File: src/rtl/instr_prefetch_queue_pkg.sv
// Shared processor constants used by the instruction prefetch queue.
// PQ_PC_WIDTH / PQ_INSTR_WIDTH mirror the datapath widths of the core,
// NOP_INSTR is the encoding handed to decode when no entry is valid.
package instr_prefetch_queue_pkg;

    localparam int          PQ_PC_WIDTH    = 16;
    localparam int          PQ_INSTR_WIDTH = 32;
    localparam int          PQ_DEPTH       = 4;
    localparam logic [31:0] NOP_INSTR      = 32'h0000_0000;

endpackage

File: src/rtl/instr_prefetch_queue_storage.sv
// pq_storage: DEPTH x DW register array for the prefetch queue.
// Ports:
//   clk_in    - rising-edge clock
//   wr_en_i   - write strobe for wr_addr_i
//   wr_addr_i - write slot
//   wr_data_i - {pc, instr} pair to store
//   rd_addr_i - read slot (asynchronous read)
//   rd_data_o - contents of rd_addr_i
// Contents are deliberately not reset; validity is tracked by the owner.
module pq_storage #(
    parameter int DEPTH = 4,
    parameter int DW    = 48,
    parameter int AW    = 2
) (
    input  logic          clk_in,
    input  logic          wr_en_i,
    input  logic [AW-1:0] wr_addr_i,
    input  logic [DW-1:0] wr_data_i,
    input  logic [AW-1:0] rd_addr_i,
    output logic [DW-1:0] rd_data_o
);

    logic [DW-1:0] mem_q [DEPTH];

    // Single synchronous write port.
    always_ff @(posedge clk_in) begin
        if (wr_en_i) begin
            mem_q[wr_addr_i] <= wr_data_i;
        end
    end

    assign rd_data_o = mem_q[rd_addr_i];

endmodule

File: src/rtl/instr_prefetch_queue.sv
// instr_prefetch_queue: FIFO of {pc, instr} pairs between fetch and decode.
// Ports:
//   clk_in, RST          - clock and asynchronous active-high reset
//   f_valid/f_pc/f_instr - push side from fetch, f_ready = room available
//   d_valid/d_pc/d_instr - head entry toward decode (0 / NOP when empty)
//   d_ready              - decode consumes the head this cycle
//   pc_chg               - redirect from execute; empties the queue
//   level                - current occupancy
//   ovf_err              - sticky flag: fetch pushed while full
module instr_prefetch_queue
    import instr_prefetch_queue_pkg::*;
#(
    parameter int PC_WIDTH    = PQ_PC_WIDTH,
    parameter int INSTR_WIDTH = PQ_INSTR_WIDTH,
    parameter int DEPTH       = PQ_DEPTH,
    parameter int CNT_W       = $clog2(DEPTH) + 1
) (
    input  logic                   clk_in,
    input  logic                   RST,
    input  logic                   f_valid,
    input  logic [PC_WIDTH-1:0]    f_pc,
    input  logic [INSTR_WIDTH-1:0] f_instr,
    output logic                   f_ready,
    output logic                   d_valid,
    output logic [PC_WIDTH-1:0]    d_pc,
    output logic [INSTR_WIDTH-1:0] d_instr,
    input  logic                   d_ready,
    input  logic                   pc_chg,
    output logic [CNT_W-1:0]       level,
    output logic                   ovf_err
);

    localparam int AW = $clog2(DEPTH);
    localparam int DW = PC_WIDTH + INSTR_WIDTH;
    localparam logic [INSTR_WIDTH-1:0] NOP_WORD = INSTR_WIDTH'(NOP_INSTR);

    logic [AW-1:0]    wr_ptr_q, wr_ptr_d;
    logic [AW-1:0]    rd_ptr_q, rd_ptr_d;
    logic [CNT_W-1:0] count_q, count_d;
    logic             ovf_q, ovf_d;

    logic             full_s, empty_s, push_s, pop_s;
    logic [DW-1:0]    rd_data_s;

    assign full_s  = (count_q == CNT_W'(DEPTH));
    assign empty_s = (count_q == {CNT_W{1'b0}});

    // f_ready looks only at registered state (pre-pop), so a full queue
    // never accepts a push even when decode pops in the same cycle.
    assign f_ready = !full_s && !RST;
    assign push_s  = f_valid && f_ready && !pc_chg;
    assign pop_s   = !empty_s && d_ready && !pc_chg;

    pq_storage #(
        .DEPTH (DEPTH),
        .DW    (DW),
        .AW    (AW)
    ) u_storage (
        .clk_in    (clk_in),
        .wr_en_i   (push_s),
        .wr_addr_i (wr_ptr_q),
        .wr_data_i ({f_pc, f_instr}),
        .rd_addr_i (rd_ptr_q),
        .rd_data_o (rd_data_s)
    );

    // Next-state for pointers, occupancy and the sticky overflow flag.
    always_comb begin
        wr_ptr_d = wr_ptr_q;
        rd_ptr_d = rd_ptr_q;
        count_d  = count_q;
        ovf_d    = ovf_q;
        if (pc_chg) begin
            // Redirect discards every entry; storage contents are left stale.
            wr_ptr_d = {AW{1'b0}};
            rd_ptr_d = {AW{1'b0}};
            count_d  = {CNT_W{1'b0}};
            ovf_d    = ovf_q;
        end else begin
            if (push_s) begin
                wr_ptr_d = wr_ptr_q + AW'(1);
            end else begin
                wr_ptr_d = wr_ptr_q;
            end
            if (pop_s) begin
                rd_ptr_d = rd_ptr_q + AW'(1);
            end else begin
                rd_ptr_d = rd_ptr_q;
            end
            case ({push_s, pop_s})
                2'b10:   count_d = count_q + CNT_W'(1);
                2'b01:   count_d = count_q - CNT_W'(1);
                default: count_d = count_q;
            endcase
            if (f_valid && full_s) begin
                ovf_d = 1'b1;
            end else begin
                ovf_d = ovf_q;
            end
        end
    end

    // State registers with asynchronous reset.
    always_ff @(posedge clk_in or posedge RST) begin
        if (RST) begin
            wr_ptr_q <= {AW{1'b0}};
            rd_ptr_q <= {AW{1'b0}};
            count_q  <= {CNT_W{1'b0}};
            ovf_q    <= 1'b0;
        end else begin
            wr_ptr_q <= wr_ptr_d;
            rd_ptr_q <= rd_ptr_d;
            count_q  <= count_d;
            ovf_q    <= ovf_d;
        end
    end

    // Decode view: head entry, or zero PC / NOP when nothing is valid.
    always_comb begin
        d_valid = !empty_s;
        if (empty_s) begin
            d_pc    = {PC_WIDTH{1'b0}};
            d_instr = NOP_WORD;
        end else begin
            d_pc    = rd_data_s[DW-1:INSTR_WIDTH];
            d_instr = rd_data_s[INSTR_WIDTH-1:0];
        end
    end

    assign level   = count_q;
    assign ovf_err = ovf_q;

endmodule

File: config.mk
export PLATFORM = sky130hd
export DESIGN_NAME = instr_prefetch_queue
export DESIGN_NICKNAME = d
export VERILOG_FILES = /design/src/rtl/instr_prefetch_queue_pkg.sv /design/src/rtl/instr_prefetch_queue_storage.sv /design/src/rtl/instr_prefetch_queue.sv
export SDC_FILE = /design/constraint.sdc
export NUM_CORES = 1
export LEC_CHECK = 0
export ABC_AREA = 1
export CAP_MARGIN = 20
export CORE_ASPECT_RATIO = 1.25
export CORE_MARGIN = 1.5
export CORE_UTILIZATION = 55
export DETAILED_ROUTE_END_ITERATION = 6
export PLACE_DENSITY = 0.87
export SYNTH_ARGS = -nofsm -noshare
export SYNTH_HDL_FRONTEND = slang
export SYNTH_SLANG_ARGS = --single-unit
File: constraint.sdc
create_clock -name clk_in -period 3.83 [get_ports clk_in]
set_input_delay 0.9575 -clock clk_in [delete_from_list [all_inputs] [get_ports clk_in]]
set_output_delay 0.9575 -clock clk_in [all_outputs]
set_load 0.02 [all_outputs]
After elaboration in Yosys (flattened, before gate mapping)
Memories as Yosys holds them, arrays and structs flattened.
Cells that the tools add are included.
{"block": "op_classes", "n_reduce_logical": 15, "bitwise": 1, "mux": 10, "n_mul": 0, "n_shift": 0, "n_eq_ne": 3, "addsub": 4, "div_mod_pow": 0, "order_cmp": 0}
{"op": "$mux 32", "n": 1}
{"op": "$mux 16", "n": 1}
{"op": "$mux 2", "n": 4}
{"op": "$logic_and 1x1->1", "n": 6}
{"op": "$pmux 3 s2", "n": 1}
{"op": "$add 2x1->2 const B", "n": 2}
{"op": "$logic_not 1->1", "n": 4}
{"op": "$reduce_bool 2->1", "n": 2}
{"op": "$add 3x1->3 const B", "n": 1}
{"op": "$eq 3x3->1 const B", "n": 1}
{"op": "$logic_not 3->1", "n": 1}
{"op": "$mux 3", "n": 1}
{"op": "$reduce_bool 3->1", "n": 1}
{"op": "$sub 3x1->3 const B", "n": 1}
{"op": "$eq 2x1->1 const B", "n": 1}
{"op": "$eq 2x2->1 const B", "n": 1}
{"op": "$mux 1", "n": 2}
{"op": "$reduce_and 2->1", "n": 1}
{"op": "$not 1->1", "n": 1}
{"block": "word_totals", "ramBits": 192, "in_bits": 53, "mem_bits_ro": 0, "latch_bits": 0, "output_inout_bits": 54, "regBits": 8, "memories": 1}
{"memory": "u_storage.mem_q", "depth": 4, "width": 48, "rd": 1, "rd_clocked_by_memory_dff": 0, "wr": 1, "line_no": "instr_prefetch_queue_storage.sv:23", "text": "logic [DW-1:0] mem_q [DEPTH];"}

Depth between registers and ports, before layout
Gate-level depths: netlist of run 1.
{"block": "depth", "depth_word": 8, "depth_mapped": 13, "depth_no_buf": 13}

By module
A second synthesis of run 1 with hierarchy kept.
{"block": "hier_totals", "cells_unflattened": 922, "hier_area_um2": 8968.6}
{"module": "pq_storage", "cells_per_inst": 760, "n_inst": 1, "seq_area_each_um2": 5765.5, "area_each_um2": 8096.5}
{"module": "instr_prefetch_queue", "cells_per_inst": 162, "n_inst": 1, "seq_area_each_um2": 200.2, "area_each_um2": 872.1}

Worst setup path before layout of run 1
OpenSTA, ideal clock, no wires.
{"block": "synth_timing", "path_type": "input to register", "start": "in RST", "end": "mem u_storage.mem_q[0][0], enable pin", "t_required_ns": 3.376, "setup_ns": 0.454, "arrival_ns": 3.398, "setup_slack_ns": -0.022, "n_path_buf": 0, "cell_stages": 3, "cell_sequence": "inv_1 -> nand3b_4 -> nor2_1"}
{"block": "synth_between", "elab_chain_cells": 6}
{"element": "from (decl)", "line_no": "instr_prefetch_queue.sv:19", "text": "input logic RST,"}
{"element": "$logic_not 1->1 (no line)"}
{"element": "$logic_and 1x1->1", "line_no": "instr_prefetch_queue.sv:50", "text": "assign f_ready = !full_s && !RST;"}
{"element": "$logic_and 1x1->1 (2 in series)", "line_no": "instr_prefetch_queue.sv:51", "text": "assign push_s = f_valid && f_ready && !pc_chg;"}
{"element": "$mux 1", "line_no": "instr_prefetch_queue_storage.sv:27", "text": "if (wr_en_i) begin"}
{"element": "$mux 1 (not written as such)", "line_no": "instr_prefetch_queue_storage.sv:28", "text": "mem_q[wr_addr_i] <= wr_data_i;"}
{"element": "to (decl)", "line_no": "instr_prefetch_queue_storage.sv:23"}
No other way between the ends.

Final worst setup path of run 1
{"block": "layout_timing", "start": "reg rd_ptr_q[0]", "end": "out d_instr[5]"}
{"block": "layout_between", "elab_chain_cells": 2}
{"element": "from (decl)", "line_no": "instr_prefetch_queue.sv:38", "text": "logic [AW-1:0] rd_ptr_q, rd_ptr_d;"}
{"element": "from (signal assigned)", "line_no": "instr_prefetch_queue.sv:107", "text": "rd_ptr_q <= {AW{1'b0}};"}
{"element": "from (signal assigned)", "line_no": "instr_prefetch_queue.sv:112", "text": "rd_ptr_q <= rd_ptr_d;"}
{"element": "$mem_v2 4x48"}
{"element": "$mux 32", "line_no": "instr_prefetch_queue.sv:121", "text": "if (empty_s) begin"}
{"element": "to (decl)", "line_no": "instr_prefetch_queue.sv:26", "text": "output logic [INSTR_WIDTH-1:0] d_instr,"}
No other way between the ends.

==> results.json, run 1 <==
{
  "status": "finished, final reports clean",
  "gr-total-overflow": 0,
  "ys_types": 27,
  "start_util": 0.558,
  "endpoint_kind": "primary output",
  "synth_most_common_cell": "nor2_1",
  "coreArea_um2": 14300,
  "drive_above_1_share": 0.0750,
  "postSynth.asyncResetShare": 0.0400,
  "hold_viol": 0,
  "io_pins": 107,
  "yosysSeqAreaShare": 0.749,
  "netlist_area_um2": 7970,
  "ys_seq_elements": 200,
  "maxCapViolCount": 0,
  "cts_buffer_depth": 2,
  "synth.net_count": 695,
  "max_slew_margin": 0.577,
  "arrival_ps": 2680,
  "rr_endpoint": "level[2]$_DFFE_PP0P_",
  "dr.first_iter.drc_count": 545,
  "io_buffers": 106,
  "required_ps": 2870,
  "hold_path_class": "flip-flop to flip-flop",
  "design.die.area_um2": 15200,
  "reg2reg_depth": 12,
  "syn_inst": 637,
  "hpwl_mm": 9.94,
  "power_mw": 5.74,
  "syn_avg_cell_area_um2": 12.5,
  "drtPass1Iterations": 5,
  "tightestPinTransition_ps": 634,
  "die_x_um": 111,
  "p_leak_nw": 3.38,
  "route.vias.total": 5319,
  "fin_crit_sh": 0.949,
  "post-cts-setup-buffers": 0,
  "hold_slack_ps": 484,
  "worst_clock_skew_ps": 6.35,
  "cts.sinks": 200,
  "areaGrowthSynthToFinish_pct": 24.0,
  "slew_violations": 0,
  "grt_max_degree": 81,
  "numCtsBuffers": 17,
  "cts.htree.levels": 4,
  "die_y_um": 138,
  "rrSetupSlack_ps": 1700,
  "post_drt_wl_per_cell_um": 19.1,
  "gp_congestion": 0.803,
  "clkTransAtPathRegs_ps": 70,
  "layout.nets": 795,
  "rsz0062_at_grt": "false",
  "gr-usage-all-layers": 0.233,
  "worstSetupEndpoint": "d_instr[5]",
  "synth_top_cell_by_area": "edfxtp_1",
  "drc": 0,
  "yosys_warnings": 0,
  "worstPathMaxFanout": 34,
  "synthTopCellsByArea": "edfxtp_1 72%, nor2_1 9.3%, o21ai_0 5.3%",
  "period_needed_ps": 3640,
  "cts_root_buffer": "clkbuf_16",
  "routed_wl_mm": 17.7,
  "cp-startpoint": "rd_ptr_q[0]$_DFFE_PP0P_",
  "max_freq_ghz": 0.275,
  "synth_common_cells": "197 x nor2_1, 192 x edfxtp_1, 85 x o21ai_0",
  "grt_pass1_vias": 5413,
  "synth_top_flop_cell": "edfxtp_1",
  "r2r-start": "level[0]$_DFFE_PP0P_",
  "crit_type": "flip-flop to primary output",
  "clk_latency_ps": 410,
  "finalSetupViolCount": 0,
  "vias_per_cell": 5.75,
  "power_per_cell_area_nw_per_um2": 581,
  "ant_nets": 0,
  "rows": 49,
  "antenna_cells": 0,
  "synth_edf_count": 192,
  "antenna_found_initial": 0,
  "synthDominantCellAreaShare": 0.724,
  "grt_first_pass_wirelength_mm": 26.9,
  "ir_drop_uv": 333,
  "critPathLaunchType": "flip-flop",
  "cts_tree": "yes"
}
-- per-stage QoR --
step                TNS [ps]  area (um^2)  utilization  setup slack [ps]  std cells
floorplan              -4180         7970            -             -21.8        637
global route               0         9880        0.692              43.0        925
finish                     0         9880        0.692               194        925
CTS                        0         9880        0.692               178        925
detailed placement         0         9280        0.649               485        896
global placement           0         9280        0.649               588        896
-- final cells by class --
cell class	instances	area [um^2]
flip-flops and latches	200	5970
fillers	928	4400
multi-input cells	384	1770
repair buffers	117	1240
clock buffers	19	433
well taps	178	223
clock inverters	10	170
inverters	17	67.6
-- routing by layer --
| metal | wire (um) | global-route usage |
|---|---|---|
| met1 | 6920 | 0.277 |
| met3 | 1100 | 0.0480 |
| met2 | 9310 | 0.405 |
| met4 | 381 | 0.120 |
| met5 | 0 | 0 |
-- cells in the final DEF, fill, tap and decap left out, drive strengths merged --
| cell type | count |
|---|---|
| bufinv | 4 |
| clkinvlp | 2 |
| fa | 1 |
| nand3 | 4 |
| ha | 4 |
| nand2 | 22 |
| nor2 | 199 |
| clkbuf | 19 |
| dfrtp | 8 |
| a21oi | 52 |
| edfxtp | 192 |
| buf | 11 |
| o21ai | 99 |
| clkinv | 2 |
| clkdlybuf4s50 | 106 |
| nand3b | 1 |
| o21bai | 1 |
| inv | 19 |
| xnor2 | 1 |
-- report_power, final --
group,total [mW],switching [mW],internal [mW]
clock,1.84,0.749,1.09
sequential,2.49,0.0416,2.44
combinational,1.42,0.845,0.572
total,5.74,1.64,4.11
-- sequential cells by signal (all words and copies together), names as in the netlist --
signal,count
wr_ptr_q,2
ovf_err,1
u_storage.mem_q,192
rd_ptr_q,2
level,3
-- worst min path at each step --
stage                                        from                       to  slack [ps]  cells past startpoint
after floorplan           wr_ptr_q[1]$_DFFE_PP0P_  wr_ptr_q[1]$_DFFE_PP0P_         580                      2
after global placement        ovf_err$_DFFE_PP0P_      ovf_err$_DFFE_PP0P_         470                      1
after detailed placement      ovf_err$_DFFE_PP0P_      ovf_err$_DFFE_PP0P_         470                      1
after CTS                     ovf_err$_DFFE_PP0P_      ovf_err$_DFFE_PP0P_         490                      1
after global routing          ovf_err$_DFFE_PP0P_      ovf_err$_DFFE_PP0P_         520                      1
final                         ovf_err$_DFFE_PP0P_      ovf_err$_DFFE_PP0P_         480                      1
-- critical path, stage by stage (launching register included) --
cell and delay [ps]:
dfrtp_4 600, inv_4 310, buf_4 310, o21ai_0 170, a21oi_1 220, clkdlybuf4s50_1 640
-- what timing repair did --
action / in CTS / in global routing
hold buffers: 0 / 0
setup endpoints to repair: 1 / 0
gates resized for setup: 1 / 0
-- cells by family (layout without fill, tap and decap cells) --
| logic type | Yosys count | after routing | synth area share |
|---|---|---|---|
| flip-flops | 200 | 200 | 0.749 |
| adder cells (fa/ha/maj) | 5 | 5 | 0.00879 |
| AO/OA/AOI/OAI | 152 | 152 | 0.0963 |
| AND/OR/NAND/NOR | 226 | 226 | 0.113 |
| XOR/XNOR | 1 | 1 | 0.00110 |
| buffers and inverters | 53 | 163 | 0.0325 |
No activity file was read; power rests on OpenSTA's default activity.
==> run 2, diff against run 1 <==
Settings changed: GPL_ROUTABILITY_DRIVEN set to 0, HOLD_SLACK_MARGIN set to 0.03, SKIP_LAST_GASP set to 1.
==> results of run 2 <==
No change in the layout: final DEF, timing and power equal those of run 1.
